File: src/rtl/vid_timing_pkg.sv
// Mode table, timing record and helpers shared by the multi-mode raster timing generator.
package vid_timing_pkg;

  typedef enum logic [1:0] {
    MODE_640X480   = 2'd0,
    MODE_1280X720  = 2'd1,
    MODE_1920X1080 = 2'd2
  } mode_t;

  localparam logic [1:0] MODE_RESERVED = 2'd3;

  // sync_pol: 1 = sync asserted high, 0 = sync asserted low
  typedef struct packed {
    logic [11:0] h_act;
    logic [11:0] h_fp;
    logic [11:0] h_sync;
    logic [11:0] h_bp;
    logic [11:0] v_act;
    logic [11:0] v_fp;
    logic [11:0] v_sync;
    logic [11:0] v_bp;
    logic        sync_pol;
  } timing_t;

  localparam timing_t MODE_TBL [3] = '{
    '{12'd640,  12'd16,  12'd96, 12'd48,  12'd480,  12'd10, 12'd2, 12'd33, 1'b0},
    '{12'd1280, 12'd110, 12'd40, 12'd220, 12'd720,  12'd5,  12'd5, 12'd20, 1'b1},
    '{12'd1920, 12'd88,  12'd44, 12'd148, 12'd1080, 12'd4,  12'd5, 12'd36, 1'b1}
  };

  function automatic logic [11:0] h_total(input timing_t t);
    return t.h_act + t.h_fp + t.h_sync + t.h_bp;
  endfunction

  function automatic logic [11:0] v_total(input timing_t t);
    return t.v_act + t.v_fp + t.v_sync + t.v_bp;
  endfunction

endpackage

File: src/rtl/vid_timing_gen.sv
// Multi-mode raster timing generator; mode changes are taken only at the frame boundary.
// Defining VID_TIMING_FRAME_CNT_EN adds the 16-bit frame_cnt output.
module vid_timing_gen
  import vid_timing_pkg::*;
#(
  parameter int CORDW = 12
) (
  input  logic             clk_pix,
  input  logic             rst_pix,
  input  logic [1:0]       mode_sel,
  output logic [CORDW-1:0] sx,
  output logic [CORDW-1:0] sy,
  output logic             hsync,
  output logic             vsync,
  output logic             de,
  output logic             line_start,
  output logic             frame_start,
  output logic [1:0]       mode_active
`ifdef VID_TIMING_FRAME_CNT_EN
  ,
  output logic [15:0]      frame_cnt
`endif
);

  if (CORDW < 12) begin : g_cordw_chk
    $error("vid_timing_gen: CORDW must be >= 12");
  end

  localparam logic [CORDW-1:0] ZERO = {CORDW{1'b0}};
  localparam logic [CORDW-1:0] ONE  = {{(CORDW-1){1'b0}}, 1'b1};

  mode_t            mode_cur;
  mode_t            mode_pend;
  timing_t          tm;
  logic [CORDW-1:0] hc;
  logic [CORDW-1:0] vc;
  logic [CORDW-1:0] h_act;
  logic [CORDW-1:0] v_act;
  logic [CORDW-1:0] h_last;
  logic [CORDW-1:0] v_last;
  logic [CORDW-1:0] hs_beg;
  logic [CORDW-1:0] hs_end;
  logic [CORDW-1:0] vs_beg;
  logic [CORDW-1:0] vs_end;
  logic             line_end;
  logic             frame_end;
  logic             hs_on;
  logic             vs_on;
  logic             hs_lvl;
  logic             vs_lvl;
  logic             de_nxt;

  // Timing record of the mode currently being generated
  always_comb begin
    tm = MODE_TBL[0];
    case (mode_cur)
      MODE_640X480:   tm = MODE_TBL[0];
      MODE_1280X720:  tm = MODE_TBL[1];
      MODE_1920X1080: tm = MODE_TBL[2];
      default:        tm = MODE_TBL[0];
    endcase
  end

  // Boundary and window decode of the raw counters
  always_comb begin
    h_act     = CORDW'(tm.h_act);
    v_act     = CORDW'(tm.v_act);
    h_last    = CORDW'(h_total(tm)) - ONE;
    v_last    = CORDW'(v_total(tm)) - ONE;
    hs_beg    = CORDW'(tm.h_act) + CORDW'(tm.h_fp);
    hs_end    = hs_beg + CORDW'(tm.h_sync);
    vs_beg    = CORDW'(tm.v_act) + CORDW'(tm.v_fp);
    vs_end    = vs_beg + CORDW'(tm.v_sync);
    line_end  = (hc == h_last);
    frame_end = line_end && (vc == v_last);
    hs_on     = (hc >= hs_beg) && (hc < hs_end);
    vs_on     = (vc >= vs_beg) && (vc < vs_end);
    hs_lvl    = tm.sync_pol ? hs_on : ~hs_on;
    vs_lvl    = tm.sync_pol ? vs_on : ~vs_on;
    de_nxt    = (hc < h_act) && (vc < v_act);
  end

  // Raster counters and mode latch; active mode only moves at the frame boundary
  always_ff @(posedge clk_pix or posedge rst_pix) begin
    if (rst_pix) begin
      hc        <= ZERO;
      vc        <= ZERO;
      mode_cur  <= MODE_640X480;
      mode_pend <= MODE_640X480;
    end else begin
      if (mode_sel != MODE_RESERVED) begin
        mode_pend <= mode_t'(mode_sel);
      end
      if (line_end) begin
        hc <= ZERO;
        if (frame_end) begin
          vc       <= ZERO;
          mode_cur <= mode_pend;
        end else begin
          vc <= vc + ONE;
        end
      end else begin
        hc <= hc + ONE;
      end
    end
  end

  // Registered outputs, one cycle behind the counters and mutually aligned
  always_ff @(posedge clk_pix or posedge rst_pix) begin
    if (rst_pix) begin
      sx          <= ZERO;
      sy          <= ZERO;
      hsync       <= 1'b1;
      vsync       <= 1'b1;
      de          <= 1'b0;
      line_start  <= 1'b0;
      frame_start <= 1'b0;
      mode_active <= 2'd0;
    end else begin
      sx          <= hc;
      sy          <= vc;
      hsync       <= hs_lvl;
      vsync       <= vs_lvl;
      de          <= de_nxt;
      line_start  <= (hc == ZERO);
      frame_start <= (hc == ZERO) && (vc == ZERO);
      mode_active <= mode_cur;
    end
  end

`ifdef VID_TIMING_FRAME_CNT_EN
  logic cnt_armed;

  // Frame counter; the first frame after reset is reported as frame 0
  always_ff @(posedge clk_pix or posedge rst_pix) begin
    if (rst_pix) begin
      frame_cnt <= 16'd0;
      cnt_armed <= 1'b0;
    end else if ((hc == ZERO) && (vc == ZERO)) begin
      if (cnt_armed) begin
        frame_cnt <= frame_cnt + 16'd1;
      end
      cnt_armed <= 1'b1;
    end
  end
`endif

endmodule
File: config.mk
export PLATFORM = sky130hd
export DESIGN_NAME = vid_timing_gen
export DESIGN_NICKNAME = d
export VERILOG_FILES = /design/src/rtl/vid_timing_pkg.sv /design/src/rtl/vid_timing_gen.sv
export SDC_FILE = /design/constraint.sdc
export NUM_CORES = 1
export LEC_CHECK = 0
export BUFFER_PORTS_ARGS = -buffer_cell sky130_fd_sc_hd__buf_2
export CAP_MARGIN = 20
export CORE_ASPECT_RATIO = 1.75
export CORE_MARGIN = 2
export CORE_UTILIZATION = 50
export DETAILED_ROUTE_END_ITERATION = 10
export PLACE_DENSITY_LB_ADDON = 0.05
export REMOVE_ABC_BUFFERS = 1
export SYNTH_ARGS = -nofsm -noshare
export SYNTH_HDL_FRONTEND = slang
export SYNTH_SLANG_ARGS = --single-unit
File: constraint.sdc
create_clock -name clk_pix -period 2.6 [get_ports clk_pix]
set_input_delay 0.52 -clock clk_pix [delete_from_list [all_inputs] [get_ports clk_pix]]
set_output_delay 0.52 -clock clk_pix [all_outputs]
set_load 0.02 [all_outputs]
* Yosys cells after proc, flatten, opt, wreduce, memory -nomap -nowiden
Index checks and enable logic that the tools add are counted.
** Operators by class
- Add/subtract/negate cells :: 10
- Order comparisons :: 6
- Equality and inequality tests :: 5
- Multiplexer cells :: 5
- Bitwise logic cells :: 2
- Reductions and logical operators :: 8
** Operator list (number)
- one-hot mux 96 bit (2 select lines) :: 1
- adder 12 bit :: 6
- < comparator 12 bit :: 4
- adder 12 x 1 -> 12 bit, second input constant :: 2
- equality test 12 bit :: 2
- greater-or-equal comparator 12 bit :: 2
- zero test 12 bit :: 2
- 2-to-1 mux 12 bit :: 2
- subtractor 12 x 1 -> 12 bit, second input constant :: 2
- logical AND 1 bit :: 5
- equality test 2 x 1 -> 1 bit, second input constant :: 1
- equality test 2 bit, second input constant :: 1
- 2-to-1 mux 1 bit :: 2
- inequality test 2 bit, second input constant :: 1
- NOT 1 bit :: 2
- AND reduction 2 bit :: 1
** Word-level totals
- Flip-flop bits (word level) :: 59
- Bits of input ports :: 4
- Output and inout bits :: 31
- Word-level logic and storage cells :: 48

* Depth between registers and ports, before layout
- Word-level depth :: 9
- Depth in mapped cells :: 11
- Depth with buffers taken out :: 10

* Worst setup path after synthesis
No wires, ideal clock.
- Kind :: register to register
- Start point :: register mode_cur[0]
- End point :: register vc[5]
- Library setup time :: 66 ps
- Arrival time :: 2747 ps
- Data required time :: 2534 ps
- Path slack :: -213 ps
- Stages on the path, launching flop included :: 10
- Buffers on the path :: 1
- Period minus slack after synthesis :: 2813 ps
- Path through :: dfrtp_1 > inv_1 > ha_1 > ha_1 > nor4b_1 > nand4_1 > or3_4 > buf_6 > or4_1 > nand2_1
** Between the ends
- Word-level cells in the longest chain between the ends :: 9
- Elaborated cells between the ends (all ways) :: 15
- Those cells by class :: add/sub (8); eq/ne (4); mux (2); reduce/logical (1)
** Ends and longest elaborated chain
- start: declaration :: RTL line vid_timing_gen.sv:32 : mode_t mode_cur;
- start signal: assignment :: RTL line vid_timing_gen.sv:98 : mode_cur <= mode_pend;
- equality test 2 bit / equality test 2 x 1 -> 1 bit (equally long branches) :: RTL line vid_timing_gen.sv:56 : case (mode_cur)
- one-hot mux 96 bit (2 select lines) (*) :: RTL line vid_timing_gen.sv:56
- adder 12 bit, on equally long branches (3 in a row) :: RTL line vid_timing_pkg.sv:32, vid_timing_pkg.sv:36
- subtractor 12 x 1 -> 12 bit, on equally long branches :: RTL line vid_timing_gen.sv:68, vid_timing_gen.sv:69
- equality test 12 bit, on equally long branches :: RTL line vid_timing_gen.sv:74, vid_timing_gen.sv:75
- logical AND 1 bit :: RTL line vid_timing_gen.sv:75 : frame_end = line_end && (vc == v_last);
- 2-to-1 mux 12 bit :: RTL line vid_timing_gen.sv:96 : if (frame_end) begin
- end signal: assignment :: RTL line vid_timing_gen.sv:100 : vc <= vc + ONE;
- end: declaration :: RTL line vid_timing_gen.sv:36 : logic [CORDW-1:0] vc;
Every way passes the cells marked *; elsewhere a longest branch is shown, timed or not.
A chain may end at the register's enable or synchronous reset.

* Worst setup path after layout
- Start point :: register mode_cur[1]
- End point :: register vsync
** Between the ends
- Word-level cells in the longest chain between the ends :: 8
- Elaborated cells between the ends (all ways) :: 10
- Those cells by class :: add/sub (2); order compare (2); eq/ne (2); mux (2); bitwise (1); reduce/logical (1)
** Ends and longest elaborated chain
- equality test 2 bit / equality test 2 x 1 -> 1 bit (equally long branches) :: RTL line vid_timing_gen.sv:56
- one-hot mux 96 bit (2 select lines) (*) :: RTL line vid_timing_gen.sv:56
- adder 12 bit :: RTL line vid_timing_gen.sv:72 : vs_beg = CORDW'(tm.v_act) + CORDW'(tm.v_fp);
- adder 12 bit :: RTL line vid_timing_gen.sv:73 : vs_end = vs_beg + CORDW'(tm.v_sync);
- < comparator 12 bit :: RTL line vid_timing_gen.sv:77 : vs_on = (vc >= vs_beg) && (vc < vs_end);
- logical AND 1 bit :: RTL line vid_timing_gen.sv:77
- NOT 1 bit :: RTL line vid_timing_gen.sv:79 : vs_lvl = tm.sync_pol ? vs_on : ~vs_on;
- 2-to-1 mux 1 bit (*) :: RTL line vid_timing_gen.sv:79
- named net vs_lvl :: RTL line vid_timing_gen.sv:50 : logic vs_lvl;
- end signal: assignment :: RTL line vid_timing_gen.sv:123 : vsync <= vs_lvl;
- end: declaration :: RTL line vid_timing_gen.sv:14 : output logic vsync,
Mark *: on every way through the listed nets, which the timed path passes. The rest lies on a longest branch.

==> impl_table.tex <==
\begin{tabular}{lr}
\hline
Metric & Value \\
\hline
\multicolumn{2}{l}{\textbf{Logic synthesis}} \\
Combinational family with the most area after synthesis & adder cells \\
Parity-gate share of the synthesized area counting xor and xnor cells & 0.04092 \\
Number of flops mapped to enable cells by yosys & 0 \\
Post-synthesis sequential area ratio & 0.4065 \\
Area of the mapped netlist & 3638 um2 \\
Adder-cell share of the synthesized area & 0.1926 \\
Number of warnings issued by yosys & 0 \\
Synthesized-area fraction occupied by ao, oa, aoi and oai cells & 0.1338 \\
Top FF cell, synth & sky130\_fd\_sc\_hd\_\_dfrtp\_1 \\
Synthesized-area fraction occupied by and/or/nand/nor cells & 0.1843 \\
Unique masters post-synth & 58 \\
Mean cell area of the mapped netlist & 10.40 um2 \\
Post-synthesis mux area share & 0.008253 \\
Number of synthesized register bits & 59 \\
Synth Instances & 350 \\
Proportion of synthesized flip-flops having asynchronous set or reset & 1.000 \\
\multicolumn{2}{l}{\textbf{Job}} \\
Max cap viols & 0 \\
\multicolumn{2}{l}{\textbf{Worst setup path}} \\
Critical path's slowest cell & sky130\_fd\_sc\_hd\_\_a2111oi\_1 \\
Data required time at the worst endpoint & 2850 ps \\
Crit path capture type & register \\
Critical path fanouts, max & 4 \\
Worst Path Class, Setup & reg -> reg \\
CP Data Arrival Time & 2820 ps \\
Crit path largest cell delay & 500 ps \\
CP cell instances & inv\_4, ha\_4, inv\_1, buf\_4, ha\_1, nor2b\_1, a2111oi\_1, o31ai\_1, a221oi\_2, xnor2\_1 \\
Worst r2r path cells & 10 \\
Element type at the critical path start & register \\
\multicolumn{2}{l}{\textbf{Route}} \\
Number of remaining DRC errors & 0 \\
Violation count after the first detailed-route iteration & 261 \\
Post-DR wirelength/cell & 19.09 um \\
Post-detailed-route via-to-cell ratio & 5.917 \\
Pre-Repair DR Iteration Count & 6 \\
Number of vias in the routed layout & 3077 \\
Number of nets with antenna violations after detailed routing & 0 \\
Wire length after detailed routing & 9.928 mm \\
\multicolumn{2}{l}{\textbf{CTS}} \\
Number of sinks on the clock net & 59 \\
Deepest clock path buffer count & 2 \\
Number of buffers inserted during clock tree synthesis & 9 \\
Number of levels in the clock H-tree & 3 \\
Later-pin clock latency in the skew report & 330 ps \\
Root buffer cell & sky130\_fd\_sc\_hd\_\_clkbuf\_16 \\
TritonCTS clock tree & built \\
Clk pin slew, worst setup/hold paths & 50 ps \\
Post-CTS Hold Buffers & 0 \\
\multicolumn{2}{l}{\textbf{Final layout}} \\
Final instance area & 4631 um2 \\
Proportion of layout cells with a drive suffix above 1 & 0.2811 \\
End-of-flow core utilization & 0.6494 \\
Most used cells in the layout excluding fill and tap cells & sky130\_fd\_sc\_hd\_\_dfrtp\_1 (55), sky130\_fd\_sc\_hd\_\_ha\_1 (49), sky130\_fd\_sc\_hd\_\_buf\_4 (39) \\
Leading cell type in the layout, fill and taps excluded & sky130\_fd\_sc\_hd\_\_dfrtp\_1 \\
Final-layout fill cell count & 600 \\
Antenna fix cells & 0 \\
Layout overhead on the synthesized area & 27.27\% \\
Final layout net count & 489 \\
Non-filler cells in the finished layout & 520 \\
\multicolumn{2}{l}{\textbf{Global route}} \\
Aggregate global-route resource usage & 0.2674 \\
Remaining global-route overflow & 0 \\
Maximum number of pins on one net before global-route repair & 34 \\
Vias in the first global route & 3022 \\
Wire length of the first global-routing pass & 15.46 mm \\
Number of antenna violations at the first check in global routing & 0 \\
\multicolumn{2}{l}{\textbf{Timing}} \\
Fin Setup TNS & 0 ps \\
Setup violators final & 0 \\
Clock period minus final worst setup slack & 2566 ps \\
Transition at the pin with the smallest max-transition slack & 602.5 ps \\
Period Utilization, post-route & 0.9871 \\
Final count of hold timing violations & 0 \\
Slew Viols, Final & 0 \\
WHS & 258.4 ps \\
Worst Setup Slack, final & 33.58 ps \\
Max transition margin & 0.5977 \\
Maximum clock skew at final layout & 7.419 ps \\
Max Clock Freq & 389.6 MHz \\
\multicolumn{2}{l}{\textbf{Placed design}} \\
Worst slack, placed & -60.77 ps \\
Number of buffers added on ports & 34 \\
Routability Congestion & 0.9340 \\
Placed Instances & 495 \\
Half-perimeter wire length after placement & 7.160 mm \\
Total placed instance area & 4133 um2 \\
\multicolumn{2}{l}{\textbf{Power}} \\
Pwr per Cell Area & 453.4 nW/um2 \\
Peak ir drop on the vdd network & 0.4132 mV \\
Power, Total & 2.099 mW \\
Cell leakage power & 2.324 nW \\
\multicolumn{2}{l}{\textbf{Floorplan}} \\
Die outline area & 8002 um2 \\
Core area & 7131 um2 \\
Die width & 68.49 um \\
Number of top-level pins & 35 \\
Vert. Die Dim & 116.8 um \\
Number of placement rows & 41 \\
Initial core utilization & 0.5103 \\
\multicolumn{2}{l}{\textbf{Run status}} \\
Result of the run & finished, final reports clean \\
\multicolumn{2}{l}{\textbf{Hold path}} \\
Worst min-delay path category & in -> async \\
\hline
\end{tabular}
[cells in the mapped netlist (2+ instances only)]
cell | n | area (um2)
sky130_fd_sc_hd__a221oi_1 | 2 | 17.52
sky130_fd_sc_hd__nand2_1 | 27 | 101.4
sky130_fd_sc_hd__nor3_1 | 8 | 40.04
sky130_fd_sc_hd__and2_1 | 3 | 18.77
sky130_fd_sc_hd__inv_1 | 19 | 71.32
sky130_fd_sc_hd__nor2b_1 | 4 | 25.02
sky130_fd_sc_hd__or4_1 | 4 | 30.03
sky130_fd_sc_hd__o2bb2ai_1 | 3 | 26.28
sky130_fd_sc_hd__dfrtp_1 | 57 | 1426
sky130_fd_sc_hd__o211ai_1 | 3 | 22.52
sky130_fd_sc_hd__nor2_1 | 18 | 67.56
sky130_fd_sc_hd__and4_1 | 3 | 26.28
sky130_fd_sc_hd__xor2_1 | 9 | 78.83
sky130_fd_sc_hd__nand3_1 | 11 | 55.05
sky130_fd_sc_hd__nand2b_1 | 7 | 43.79
sky130_fd_sc_hd__a21o_1 | 6 | 45.04
sky130_fd_sc_hd__nor4b_1 | 3 | 26.28
sky130_fd_sc_hd__mux2i_1 | 3 | 30.03
sky130_fd_sc_hd__and3_1 | 3 | 18.77
sky130_fd_sc_hd__a21oi_1 | 15 | 75.07
sky130_fd_sc_hd__clkbuf_1 | 5 | 18.77
sky130_fd_sc_hd__xnor2_1 | 8 | 70.07
sky130_fd_sc_hd__or3_1 | 3 | 18.77
sky130_fd_sc_hd__o21ai_0 | 11 | 55.05
sky130_fd_sc_hd__o21a_1 | 2 | 15.01
sky130_fd_sc_hd__nand3b_1 | 2 | 15.01
sky130_fd_sc_hd__a2bb2oi_1 | 4 | 35.03
sky130_fd_sc_hd__nand4_1 | 11 | 68.82
sky130_fd_sc_hd__nor4_1 | 4 | 25.02
sky130_fd_sc_hd__dfstp_2 | 2 | 52.55
sky130_fd_sc_hd__a21boi_0 | 4 | 30.03
sky130_fd_sc_hd__buf_2 | 2 | 10.01
sky130_fd_sc_hd__a211oi_1 | 3 | 22.52
sky130_fd_sc_hd__ha_1 | 56 | 700.7
sky130_fd_sc_hd__nor4b_2 | 2 | 30.03
[power breakdown]
group / total (mW) / internal [mW] / switching (mW)
Clock: 1.15 / 0.737 / 0.411
Sequential: 0.922 / 0.922 / 0.000614
Combinational: 0.0288 / 0.00706 / 0.0217
Total: 2.10 / 1.67 / 0.434
[sequential cells by signal (all words and copies together) (netlist names)]
| name | count |
|---|---|
| mode_pend | 2 |
| mode_cur | 2 |
| sx | 12 |
| vc | 12 |
| hsync | 1 |
| mode_active | 2 |
| de | 1 |
| hc | 12 |
| line_start | 1 |
| sy | 12 |
| vsync | 1 |
| frame_start | 1 |
[area by class of cell]
class                   instances  area (um2)  area share
multi-input cells             265        2173      0.4693
flip-flops and latches         59        1481      0.3199
repair buffers                 75       503.0      0.1086
clock buffers                  11       232.7     0.05026
well taps                      86       107.6     0.02324
inverters                      19       77.57     0.01675
clock inverters                 5       55.05     0.01189
[critical path, delay by kind of cell, from the launching register on]
| kind | cells | cell delay, ps |
|---|---|---|
| AOI/OAI and AO/OA | 3 | 1010 |
| and+or+nand+nor | 1 | 130 |
| xor gates and xnor gates | 1 | 170 |
| buffers and inverters | 3 | 330 |
| adders and majority gates | 2 | 410 |
| DFF | 1 | 450 |
[repair_timing]
action	4_1_cts	5_1_grt
buffers inserted	2	6
pin swaps	1	9
endpoints found under the setup margin	5	25
cloned	0	1
gates resized for setup	7	21
[routing by layer]
metal	up-vias	routed length, um	track usage
li1	1442	-	-
met1	1516	3675	0.2907
met2	82	5383	0.4628
met3	37	381	0.05354
met4	0	488	0.1600
met5	-	0	0
[final timing paths]
path                                   from              to  slack, ps
worst max-delay path            mode_cur[1]           vsync         30
worst min-delay path                rst_pix              de        260
worst max register to register  mode_cur[1]           vsync         30
worst min register to register  mode_cur[0]  mode_active[0]        460
max in group asynchronous           rst_pix           hsync       1710
min in group clk_pix            mode_sel[1]    mode_pend[0]        390
[cell families after synthesis]
group,after synthesis
adders and majority gates,56
DFF,59
and+or+nand+nor,119
xor gates and xnor gates,17
other,1
AOI/OAI and AO/OA,67
buffers and inverters,28
muxes,3
Power figures use the tool's default switching activity.
